<file path="src/rtl/pixel4_stream_ctrl.sv">
// -----------------------------------------------------------------------------
// pixel4_stream_ctrl
//
// Job sequencer in front of a four-lane 8-bit pixel ALU. For every 32-bit word
// of a job it reads the word from the source region, presents the four packed
// pixels with a per-job key and function code to the ALU lanes, registers the
// lane results and writes them back to the destination region (4 cycles/word).
//
// Ports:
//   clk, rst_n          clock, asynchronous active-low reset
//   i_start, i_abort    job request (sampled in idle only) / job cancel
//   i_src_addr          first source word address
//   i_dst_addr          first destination word address
//   i_word_count        number of words in the job
//   i_key, i_fun        lane operandB value and ALU function code (1..7)
//   o_busy              job in progress
//   o_done, o_err       completion pulse / rejected-start or abort pulse
//   o_mem_addr          RAM word address (0 when no strobe is active)
//   o_mem_rd_en         read strobe, data returns on i_mem_rd_data next cycle
//   o_mem_wr_en         write strobe, data on o_mem_wr_data
//   o_alu_a, o_alu_b    lane operands, lane k in bits [8k+7:8k]
//   o_alu_fun           function code shared by all lanes
//   i_alu_res           combinational lane results
// -----------------------------------------------------------------------------
module pixel4_stream_ctrl #(
    parameter int unsigned ADDR_W = 10
) (
    input  logic              clk,
    input  logic              rst_n,
    input  logic              i_start,
    input  logic              i_abort,
    input  logic [ADDR_W-1:0] i_src_addr,
    input  logic [ADDR_W-1:0] i_dst_addr,
    input  logic [ADDR_W-1:0] i_word_count,
    input  logic [7:0]        i_key,
    input  logic [2:0]        i_fun,
    output logic              o_busy,
    output logic              o_done,
    output logic              o_err,
    output logic [ADDR_W-1:0] o_mem_addr,
    output logic              o_mem_rd_en,
    input  logic [31:0]       i_mem_rd_data,
    output logic              o_mem_wr_en,
    output logic [31:0]       o_mem_wr_data,
    output logic [31:0]       o_alu_a,
    output logic [31:0]       o_alu_b,
    output logic [2:0]        o_alu_fun,
    input  logic [31:0]       i_alu_res
);

    typedef enum logic [2:0] {
        StIdle,
        StRead,
        StWait,
        StExec,
        StWrite,
        StDone
    } state_e;

    state_e            r_state;
    logic [ADDR_W-1:0] r_src;
    logic [ADDR_W-1:0] r_dst;
    logic [ADDR_W-1:0] r_count;
    logic [ADDR_W-1:0] r_idx;
    logic [31:0]       r_res;
    logic [31:0]       r_alu_a;
    logic [31:0]       r_alu_b;
    logic [2:0]        r_alu_fun;
    logic              r_busy;
    logic              r_done;
    logic              r_err;
    logic              r_rd_en;
    logic              r_wr_en;
    logic [ADDR_W-1:0] r_addr;

    logic [7:0]        w_key;
    logic [ADDR_W-1:0] w_idx_nxt;
    logic              w_last;
    logic              w_wr_en;

    // Shift/rotate functions only use a 0..7 distance, so the key is trimmed.
    assign w_key     = (i_fun >= 3'd4) ? {5'b0, i_key[2:0]} : i_key;
    assign w_idx_nxt = r_idx + ADDR_W'(1);
    assign w_last    = (r_idx == r_count - ADDR_W'(1));

    always_ff @(posedge clk or negedge rst_n) begin
        if (!rst_n) begin
            r_state   <= StIdle;
            r_src     <= '0;
            r_dst     <= '0;
            r_count   <= '0;
            r_idx     <= '0;
            r_res     <= '0;
            r_alu_a   <= '0;
            r_alu_b   <= '0;
            r_alu_fun <= '0;
            r_busy    <= 1'b0;
            r_done    <= 1'b0;
            r_err     <= 1'b0;
            r_rd_en   <= 1'b0;
            r_wr_en   <= 1'b0;
            r_addr    <= '0;
        end else begin
            // Pulses and strobes default low; the addressed states re-assert them.
            r_done  <= 1'b0;
            r_err   <= 1'b0;
            r_rd_en <= 1'b0;
            r_wr_en <= 1'b0;
            r_addr  <= '0;

            if (i_abort && r_busy) begin
                r_state <= StIdle;
                r_busy  <= 1'b0;
                r_err   <= 1'b1;
                r_idx   <= '0;
            end else begin
                unique case (r_state)
                    StIdle: begin
                        // A simultaneous abort swallows the start without an error.
                        if (i_start && !i_abort) begin
                            if (i_fun == 3'd0) begin
                                r_err <= 1'b1;
                            end else if (i_word_count == '0) begin
                                r_done  <= 1'b1;
                                r_state <= StDone;
                            end else begin
                                r_src     <= i_src_addr;
                                r_dst     <= i_dst_addr;
                                r_count   <= i_word_count;
                                r_idx     <= '0;
                                r_alu_fun <= i_fun;
                                r_alu_b   <= {4{w_key}};
                                r_busy    <= 1'b1;
                                r_rd_en   <= 1'b1;
                                r_addr    <= i_src_addr;
                                r_state   <= StRead;
                            end
                        end
                    end
                    StRead: begin
                        r_state <= StWait;
                    end
                    StWait: begin
                        // The pixel register doubles as the operandA output.
                        r_alu_a <= i_mem_rd_data;
                        r_state <= StExec;
                    end
                    StExec: begin
                        r_res   <= i_alu_res;
                        r_wr_en <= 1'b1;
                        r_addr  <= r_dst + r_idx;
                        r_state <= StWrite;
                    end
                    StWrite: begin
                        if (w_last) begin
                            r_busy  <= 1'b0;
                            r_done  <= 1'b1;
                            r_state <= StDone;
                        end else begin
                            r_idx   <= w_idx_nxt;
                            r_rd_en <= 1'b1;
                            r_addr  <= r_src + w_idx_nxt;
                            r_state <= StRead;
                        end
                    end
                    StDone: begin
                        r_idx   <= '0;
                        r_state <= StIdle;
                    end
                    default: begin
                        r_state <= StIdle;
                    end
                endcase
            end
        end
    end

    // An abort arriving in the write cycle must cancel that write immediately.
    assign w_wr_en       = r_wr_en && !i_abort;

    assign o_busy        = r_busy;
    assign o_done        = r_done;
    assign o_err         = r_err;
    assign o_mem_rd_en   = r_rd_en;
    assign o_mem_wr_en   = w_wr_en;
    assign o_mem_addr    = (r_rd_en || w_wr_en) ? r_addr : '0;
    assign o_mem_wr_data = w_wr_en ? r_res : '0;
    assign o_alu_a       = r_alu_a;
    assign o_alu_b       = r_alu_b;
    assign o_alu_fun     = r_alu_fun;

endmodule

</file>
<file path="config.mk">
export PLATFORM = sky130hd
export DESIGN_NAME = pixel4_stream_ctrl
export DESIGN_NICKNAME = d
export VERILOG_FILES = /design/src/rtl/pixel4_stream_ctrl.sv
export SDC_FILE = /design/constraint.sdc
export NUM_CORES = 1
export LEC_CHECK = 0
export CAP_MARGIN = 0
export CELL_PAD_IN_SITES_DETAIL_PLACEMENT = 2
export CELL_PAD_IN_SITES_GLOBAL_PLACEMENT = 2
export CORE_ASPECT_RATIO = 0.5
export CORE_UTILIZATION = 30
export DETAILED_ROUTE_END_ITERATION = 8
export PLACE_DENSITY_LB_ADDON = 0.1
export REMOVE_ABC_BUFFERS = 1
export SLEW_MARGIN = 20
export SYNTH_ARGS = -nofsm -noshare
export SYNTH_HDL_FRONTEND = slang
export SYNTH_SLANG_ARGS = --single-unit
</file>
<file path="constraint.sdc">
create_clock -name clk -period 6.7 [get_ports clk]
set_input_delay 2.01 -clock clk [delete_from_list [all_inputs] [get_ports clk]]
set_output_delay 2.01 -clock clk [all_outputs]
set_load 0.01 [all_outputs]
</file>
==> out/results.ini, run 1 <==
[clock_network]
cts_root_buf = clkbuf_16
clk_path_buf_depth = 2
clkSinkCount = 133
cts_hold_buf = 0
tritoncts = yes
cts_setup_buffers = 0
insertion_delay_ns = 0.43
path_clk_slew_ns = 0.06
cts_resized = 0
h-tree-depth = 4
cts_buffers = 17

[synthesis]
synth-seq-area-share = 0.479
yosys.area_share.simple = 0.233
synthArstFlopShare = 1.00
synth_top_cell_area_share = 0.479
synthCells = 742
synth.most_common_cell = nand2_1
yosys_register_bits = 133
synthDistinctLibCells = 62
synth_area_um2 = 6960
synthTopCellsByArea = dfrtp_1, nand2_1, mux2_2
synth_mux_area_frac = 0.0561
synthAdderAreaFrac = 0.0435
synth_top_area_cell = dfrtp_1
synth-compound-area-share = 0.0880
synth-edff-count = 0
synth_warnings = 0
synth_xor_area_frac = 0.0504
synth_top_family_by_area = simple AND/OR/NAND/NOR gates
synth_common_cells = nand2_1, dfrtp_1, and2_1
syn_area_per_cell_um2 = 9.37
synth-main-ff-cell = dfrtp_1

[die]
row_count = 38
initial_core_util = 0.313
die_w_um = 217
core_area_um2 = 22200
pin_count = 223
dieArea_um2 = 23800
die-height_um = 110

[timing]
hold_violations = 0
tns_ns = 0
setup_violations = 0
worst_pin_slew_ns = 1.06
finalCriticalPeriod_ns = 6.27
slew_headroom = 0.289
max_freq_mhz = 160
fin_crit_sh = 0.936
maxSlewViolCount = 0
rsz0062_at_grt = false
clock_skew_ns = 0.00807

[finish]
regArea_um2 = 3330
stdcell_count = 1247
multi_input_area_um2 = 3280
syn2layout_area_growth_pct = 42.6
layout-drive-gt1-share = 0.0867
final_nets = 1066
final.fill_count = 2388

[drt]
vias = 6023
antenna_left = 0
via_per_inst = 4.83
first_pass_iters = 4
wl_per_cell_um = 19.2
drc = 0
wl_um = 23900
drt-initial-drc-count = 203

[setup_path]
critPathLaunch = i_abort
path_class = primary input to primary output
rrSetupSlack_ns = 3.63
ff2ff_path_depth = 10
r2r_end = r_addr[9]
cp_data_required_time_ns = 4.69
r2r-start = r_idx[0]
critPathCaptureType = primary output
cp.arrival_ns = 4.26
crit_chain = clkdlybuf4s50_1, nor2b_2, nor2_1, nor2b_1, clkdlybuf4s50_1
cp_slowest_stage_delay_ns = 0.81
start_kind = primary input
slowest_stage = nor2_1
crit_fanout = 10
crit_top_cell = clkdlybuf4s50_1

[grt]
met2_usage = 0.354
overflow = 0
grt_antenna_before_repair = 0
use_met1 = 0.276
grt_max_degree = 90
busiest_layer = met2
grt.total_usage = 0.209
grtUsageMet3 = 0.0373
first_global_vias = 6603
grt_pass1_wl_um = 37400

[min_path]
hold_start = r_res[17]
hp-class = register to register
whs_path_depth = 2
hold_end = r_res[17]

[placement]
gp_congestion = 0.761
hpwl_um = 18000
portBuffers = 222
placed_cells = 1215

[power]
power_density_nw_per_um2 = 411
ir_drop_mv = 0.168
p_leak_nw = 4.44

[job]
cap_violations = 0

[outcome]
status = completed

## kinds of logic (layout without fill, tap and decap cells)
group / count (synthesis) / after routing
AND/OR/NAND/NOR: 355 / 355
multiplexers: 35 / 35
adder cells (fa/ha/maj): 23 / 23
flip-flops: 133 / 133
XOR/XNOR: 40 / 40
buffers and inverters: 69 / 273
AO/OA/AOI/OAI: 87 / 87
other: 0 / 1
## placed cells by master, fill, tap and decap left out, types with 6 or more instances in the layout
master and count:
nand3_1 6, dfrtp_1 133, clkbuf_16 17, inv_1 12, o21ai_0 15, nor2_1 19
nor2b_1 11, ha_1 21, nand2_1 236, mux2_2 32, xor2_1 20, a21oi_1 14
clkdlybuf4s50_1 221, and2_1 35, buf_4 7, o22ai_1 6, xnor2_1 20, nor3_1 13
## power by group
group	total [mW]	switching [mW]	internal, mW
Clock	0.973	0.371	0.603
Combinational	1.69	0.836	0.849
Sequential	1.42	0.279	1.14
Total	4.08	1.49	2.59
## metal layers
layer / wire length [µm] / part of all wire
met4: 213 / 0.0089
met5: 0 / 0
met1: 11500 / 0.48
met2: 11600 / 0.48
met3: 649 / 0.027
## critical path: cells and delay by family
family / cells / cell delay, ns
buffers and inverters: 2 / 1.24
AND/OR/NAND/NOR: 3 / 1.01
## state kept, by name, indices dropped and copies added, names as in the netlist
name         flops
o_alu_a         32
o_alu_fun        3
o_alu_b          8
r_src           10
r_res           32
r_count         10
o_busy           1
o_done           1
o_err            1
o_mem_rd_en      1
r_wr_en          1
r_dst           10
r_state          3
r_addr          10
r_idx           10
## worst max-delay path by stage
stage | endpoint | slack, ns | depth (start not counted)
3_3_place_gp | o_mem_addr[6] | 0.47 | 5
2_1_floorplan | r_addr[2] | 1.15 | 5
5_1_grt | o_mem_addr[0] | 0.29 | 5
6_report | o_mem_addr[6] | 0.43 | 5
3_5_place_dp | o_mem_addr[6] | 0.36 | 5
4_1_cts | o_mem_addr[8] | 0.35 | 5
## through the flow
stage	hold WS, ns	worst slack, ns	total power [mW]	utilization	area [µm²]
after global placement	0.457	0.467	3.05	0.419	9310
after detailed placement	0.472	0.357	3.14	0.419	9310
final	0.476	0.431	4.08	0.447	9920
after CTS	0.486	0.347	4.15	0.447	9920
after global routing	0.510	0.286	4.36	0.447	9920
after floorplan	0.437	1.15	2.26	-	6650
## cell type report
| class | count | area share |
|---|---|---|
| Clock inverter | 12 | 0.0155 |
| Sequential cell | 133 | 0.336 |
| Antenna cell | 1 | 0.000252 |
| Tap cell | 300 | 0.0378 |
| Inverter | 13 | 0.00492 |
| Multi-Input combinational cell | 540 | 0.331 |
| Clock buffer | 19 | 0.0457 |
| Timing Repair Buffer | 229 | 0.229 |
Power figures use the tool's default switching activity.
==> run 2, diff against run 1 <==
Settings changed: SETUP_SLACK_MARGIN set to 0.4.
==> out/results.ini, run 2 (synthesized netlist as in run 1, its figures left out) <==
[clock_network]
cts_buffers = 17  ; unchanged
path_clk_slew_ns = 0.06  ; about the same
clk_path_buf_depth = 2  ; unchanged
cts_setup_buffers = 0  ; unchanged
insertion_delay_ns = 0.43  ; about the same
cts_root_buf = clkbuf_16  ; unchanged
clkSinkCount = 133  ; unchanged
h-tree-depth = 4  ; unchanged
tritoncts = yes  ; unchanged

[drt]
top_layer = met4  ; unchanged
drt-initial-drc-count = 201  ; was 203
wl_met1_um = 11400  ; was 11,500 µm
drc = 0  ; unchanged
antenna_left = 0  ; unchanged
wl_met2_um = 11500  ; was 11,600 µm
wl_per_cell_um = 19.2  ; about the same
wl_um = 23900  ; about the same
first_pass_iters = 4  ; unchanged
route.met3.wl_um = 688  ; was 649 µm
via_per_inst = 4.83  ; about the same
vias = 6025  ; was 6,023

[power]
p_seq_frac = 0.348  ; about the same
power_density_nw_per_um2 = 411  ; about the same
pwr-share-clk = 0.239  ; was 0.238
ir_drop_mv = 0.168  ; about the same
switching_power_mw = 1.49  ; about the same
p_int_mw = 2.60  ; was 2.59 mW
combPwrFrac = 0.413  ; about the same
p_leak_nw = 4.44  ; about the same
p_total_mw = 4.08  ; about the same
sw_frac_of_total = 0.364  ; about the same

[min_path]
hold_end = r_res[17]  ; unchanged
hp-class = register to register  ; unchanged
hold_start = r_res[17]  ; unchanged
whs_path_depth = 2  ; unchanged

[timing]
max_freq_mhz = 167  ; was 160 MHz
tns_ns = 0  ; unchanged
slew_headroom = 0.327  ; was 0.289
finalCriticalPeriod_ns = 5.98  ; was 6.27 ns
rsz0062_at_grt = false  ; unchanged
maxSlewViolCount = 0  ; unchanged
worst_pin_slew_ns = 0.999  ; was 1.06 ns
fin_crit_sh = 0.893  ; was 0.936
clock_skew_ns = 0.00810  ; was 0.00807 ns
setup_violations = 0  ; unchanged
hold_violations = 0  ; unchanged

[grt]
grt_antenna_before_repair = 0  ; unchanged
grt_max_degree = 90  ; unchanged
first_global_vias = 6595  ; was 6,603
grt.total_usage = 0.209  ; about the same
grt_pass1_wl_um = 37500  ; was 37,400 µm
overflow = 0  ; unchanged

[setup_path]
critPathCaptureType = primary output  ; unchanged
ff2ff_path_depth = 10  ; unchanged
r2r_end = r_addr[9]  ; unchanged
rrSetupSlack_ns = 3.63  ; about the same
critPathLaunch = i_abort  ; unchanged
path_class = primary input to primary output  ; unchanged
start_kind = primary input  ; unchanged
crit_fanout = 10  ; unchanged
cp_data_required_time_ns = 4.69  ; about the same
cp.arrival_ns = 3.97  ; was 4.26 ns
r2r-start = r_idx[0]  ; unchanged

[outcome]
status = completed  ; unchanged

[job]
cap_violations = 0  ; unchanged

[finish]
syn2layout_area_growth_pct = 42.6  ; about the same
final_cell_area_um2 = 9920  ; about the same
layout-drive-gt1-share = 0.0877  ; was 0.0867
final.fill_count = 2389  ; was 2,388
final_cell_mix = nand2_1, clkdlybuf4s50_1, dfrtp_1  ; unchanged
final_common_cell = nand2_1  ; unchanged
final_nets = 1066  ; unchanged

[placement]
portBuffers = 222  ; unchanged
hpwl_um = 18000  ; unchanged
placed_cell_area_um2 = 9310  ; unchanged
gp_congestion = 0.761  ; unchanged

[die]
core_area_um2 = 22200  ; unchanged
die_w_um = 217  ; unchanged
die-height_um = 110  ; unchanged
initial_core_util = 0.313  ; unchanged
pin_count = 223  ; unchanged
dieArea_um2 = 23800  ; unchanged
row_count = 38  ; unchanged

-- run 2: what timing repair did --
action,4_1_cts,5_1_grt
resized for setup,1,0
setup endpoints to repair,10,0
hold buffers,0,0
-- run 2: worst max path at each step --
stage | cells past startpoint | end | slack, ns
2_1_floorplan | 5 | r_addr[2] | 1.15
3_3_place_gp | 5 | o_mem_addr[6] | 0.47
3_5_place_dp | 5 | o_mem_addr[6] | 0.36
4_1_cts | 5 | o_mem_addr[6] | 0.68
5_1_grt | 5 | o_mem_addr[3] | 0.63
6_report | 5 | o_mem_addr[6] | 0.72
-- run 2: critical path, stage by stage --
cell and delay (ns):
clkdlybuf4s50_1 0.68, nor2b_2 0.10, nor2_2 0.53, nor2b_1 0.11
clkdlybuf4s50_1 0.53
-- run 2: per-layer routing --
layer	global-route usage	vias to the layer above
li1	-	2847
met1	0.276	3054
met2	0.354	106
met3	0.0390	18
met4	0.0563	0
met5	0	-
-- run 2: power by group through the flow --
| stage | sequential, mW | combinational, mW | clock [mW] |
|---|---|---|---|
| after floorplan | 1.43 | 0.831 | 0 |
| after global placement | 1.42 | 1.63 | 0 |
| after detailed placement | 1.44 | 1.71 | 0 |
| after CTS | 1.43 | 1.72 | 0.993 |
| after global routing | 1.47 | 1.86 | 1.02 |
| final | 1.42 | 1.69 | 0.974 |
-- run 2: layout make-up --
| class | instances | area (µm²) | share of cell area |
|---|---|---|---|
| clock inverters | 12 | 154 | 0.0155 |
| flip-flops and latches | 133 | 3330 | 0.335 |
| diodes | 1 | 2.50 | 0.000252 |
| clock buffers | 19 | 453 | 0.0457 |
| well taps | 300 | 375 | 0.0378 |
| inverters | 13 | 48.8 | 0.00492 |
| multi-input cells | 540 | 3280 | 0.331 |
| repair buffers | 229 | 2280 | 0.229 |
-- run 2: through the flow --
stage               utilization  worst slack, ns  std cells  hold WS [ns]
CTS                       0.447            0.680       1246         0.486
global placement          0.419            0.467       1215         0.457
finish                    0.447            0.720       1247         0.476
floorplan                     -             1.15        686         0.437
global route              0.447            0.629       1246         0.510
detailed placement        0.419            0.357       1215         0.472
==> run 3, diff against run 2 <==
Settings changed: SLEW_MARGIN 20 to 10.
==> out/results.ini, run 3 (synthesized netlist as in run 1, its figures left out) <==
[job]
cap_violations = 0  ; unchanged

[placement]
hpwl_um = 18000  ; unchanged
portBuffers = 222  ; unchanged
gp_congestion = 0.761  ; unchanged

[min_path]
hp-class = register to register  ; unchanged

[timing]
tns_ns = 0  ; unchanged
fin_crit_sh = 0.893  ; about the same
hold_violations = 0  ; unchanged
clock_skew_ns = 0.00810  ; about the same
setup_violations = 0  ; unchanged
finalCriticalPeriod_ns = 5.98  ; about the same
maxSlewViolCount = 0  ; unchanged
max_freq_mhz = 167  ; unchanged
worst_pin_slew_ns = 1.06  ; was 0.999 ns
rsz0062_at_grt = false  ; unchanged
slew_headroom = 0.290  ; was 0.327

[setup_path]
start_kind = primary input  ; unchanged
crit_chain = clkdlybuf4s50_1, nor2b_2, nor2_2, nor2b_1, clkdlybuf4s50_1  ; unchanged
cp_slowest_stage_delay_ns = 0.68  ; about the same
cp_data_required_time_ns = 4.69  ; about the same
worst-path-buf-inv = 2  ; unchanged
cp.arrival_ns = 3.97  ; about the same
critPathCaptureType = primary output  ; unchanged
crit_top_cell = clkdlybuf4s50_1  ; unchanged
slowest_stage = clkdlybuf4s50_1  ; unchanged
path_class = primary input to primary output  ; unchanged
crit_fanout = 10  ; unchanged
path_delay_family = buffers and inverters  ; unchanged

[die]
row_count = 38  ; unchanged
dieArea_um2 = 23800  ; unchanged
pin_count = 223  ; unchanged
initial_core_util = 0.313  ; unchanged
die_w_um = 217  ; unchanged
core_area_um2 = 22200  ; unchanged
die-height_um = 110  ; unchanged

[clock_network]
h-tree-depth = 4  ; unchanged
cts_hold_buf = 0  ; unchanged
cts_resized = 1  ; unchanged
cts_setup_buffers = 0  ; unchanged
cts_root_buf = clkbuf_16  ; unchanged
clk_path_buf_depth = 2  ; unchanged
cts_buffers = 17  ; unchanged
tritoncts = yes  ; unchanged
insertion_delay_ns = 0.43  ; about the same
clkSinkCount = 133  ; unchanged
path_clk_slew_ns = 0.06  ; about the same

[power]
ir_drop_mv = 0.168  ; about the same
power_density_nw_per_um2 = 411  ; about the same
p_leak_nw = 4.44  ; about the same

[outcome]
status = completed  ; unchanged

[grt]
grt_pass1_wl_um = 37500  ; unchanged
grt_antenna_before_repair = 0  ; unchanged
first_global_vias = 6595  ; unchanged
grt_max_degree = 90  ; unchanged
grt.total_usage = 0.209  ; unchanged
overflow = 0  ; unchanged

[finish]
syn2layout_area_growth_pct = 42.6  ; unchanged
layout-drive-gt1-share = 0.0877  ; unchanged
final_cell_mix = nand2_1, clkdlybuf4s50_1, dfrtp_1  ; unchanged
fin_util = 0.447  ; unchanged
final_nets = 1066  ; unchanged
final_common_cell = nand2_1  ; unchanged

[drt]
antenna_left = 0  ; unchanged
via_per_inst = 4.83  ; about the same
drc = 0  ; unchanged
drt-initial-drc-count = 202  ; was 201
vias = 6026  ; was 6,025
wl_um = 23900  ; about the same
first_pass_iters = 4  ; unchanged
wl_per_cell_um = 19.2  ; about the same

## run 3: cell types whose count changed in the layout (fill, tap and decap cells not counted), sizes merged
cell	before	now
clkinv	6	5
inv	13	14
## run 3: power breakdown
| part | switching [mW] | total [mW] | internal (mW) |
|---|---|---|---|
| clock | 0.371 | 0.974 | 0.603 |
| combinational | 0.836 | 1.69 | 0.849 |
| sequential | 0.279 | 1.42 | 1.14 |
| total | 1.49 | 4.08 | 2.59 |
## run 3: area by class of cell
class	instances	area [µm²]
fill	2389	12300
sequential	133	3330
multi-input combinational	540	3280
timing repair buffer	229	2280
clock buffer	19	453
tap	300	375
clock inverter	12	154
inverter	13	48.8
antenna	1	2.50
## run 3: worst min-delay path, cell delays in order, from the launching register on
cell,delay [ns]
dfrtp_1,0.34
nand2_1,0.05
nand2_1,0.05
## run 3: path summary, 6_finish.rpt
kind	startpoint	endpoint	slack (ns)	cells past startpoint
max reg2reg	r_idx[0]	r_addr[9]	3.63	10
max	i_abort	o_mem_addr[6]	0.72	5
min	r_res[17]	r_res[17]	0.48	2
min in group asynchronous	rst_n	o_alu_b[26]	1.66	1
min reg2reg	r_res[17]	r_res[17]	0.48	2
max in group asynchronous	rst_n	o_alu_a[0]	3.90	2
## run 3: layer usage
metal / vias up / share of wire / GRT usage / wire, µm
met4: 0 / 0.010 / 0.0563 / 238
met1: 3056 / 0.48 / 0.276 / 11400
met5: - / 0 / 0 / 0
li1: 2846 / - / - / -
met2: 106 / 0.48 / 0.354 / 11500
met3: 18 / 0.029 / 0.0390 / 688
## run 3: metrics by stage
stage               hold slack, ns  cells  worst slack (ns)  area [µm²]  total power, mW
floorplan                    0.437    686              1.15        6650             2.26
global placement             0.457   1215             0.467        9310             3.05
detailed placement           0.472   1215             0.357        9310             3.14
CTS                          0.486   1246             0.680        9920             4.15
global route                 0.510   1246             0.629        9920             4.36
finish                       0.476   1247             0.720        9920             4.08
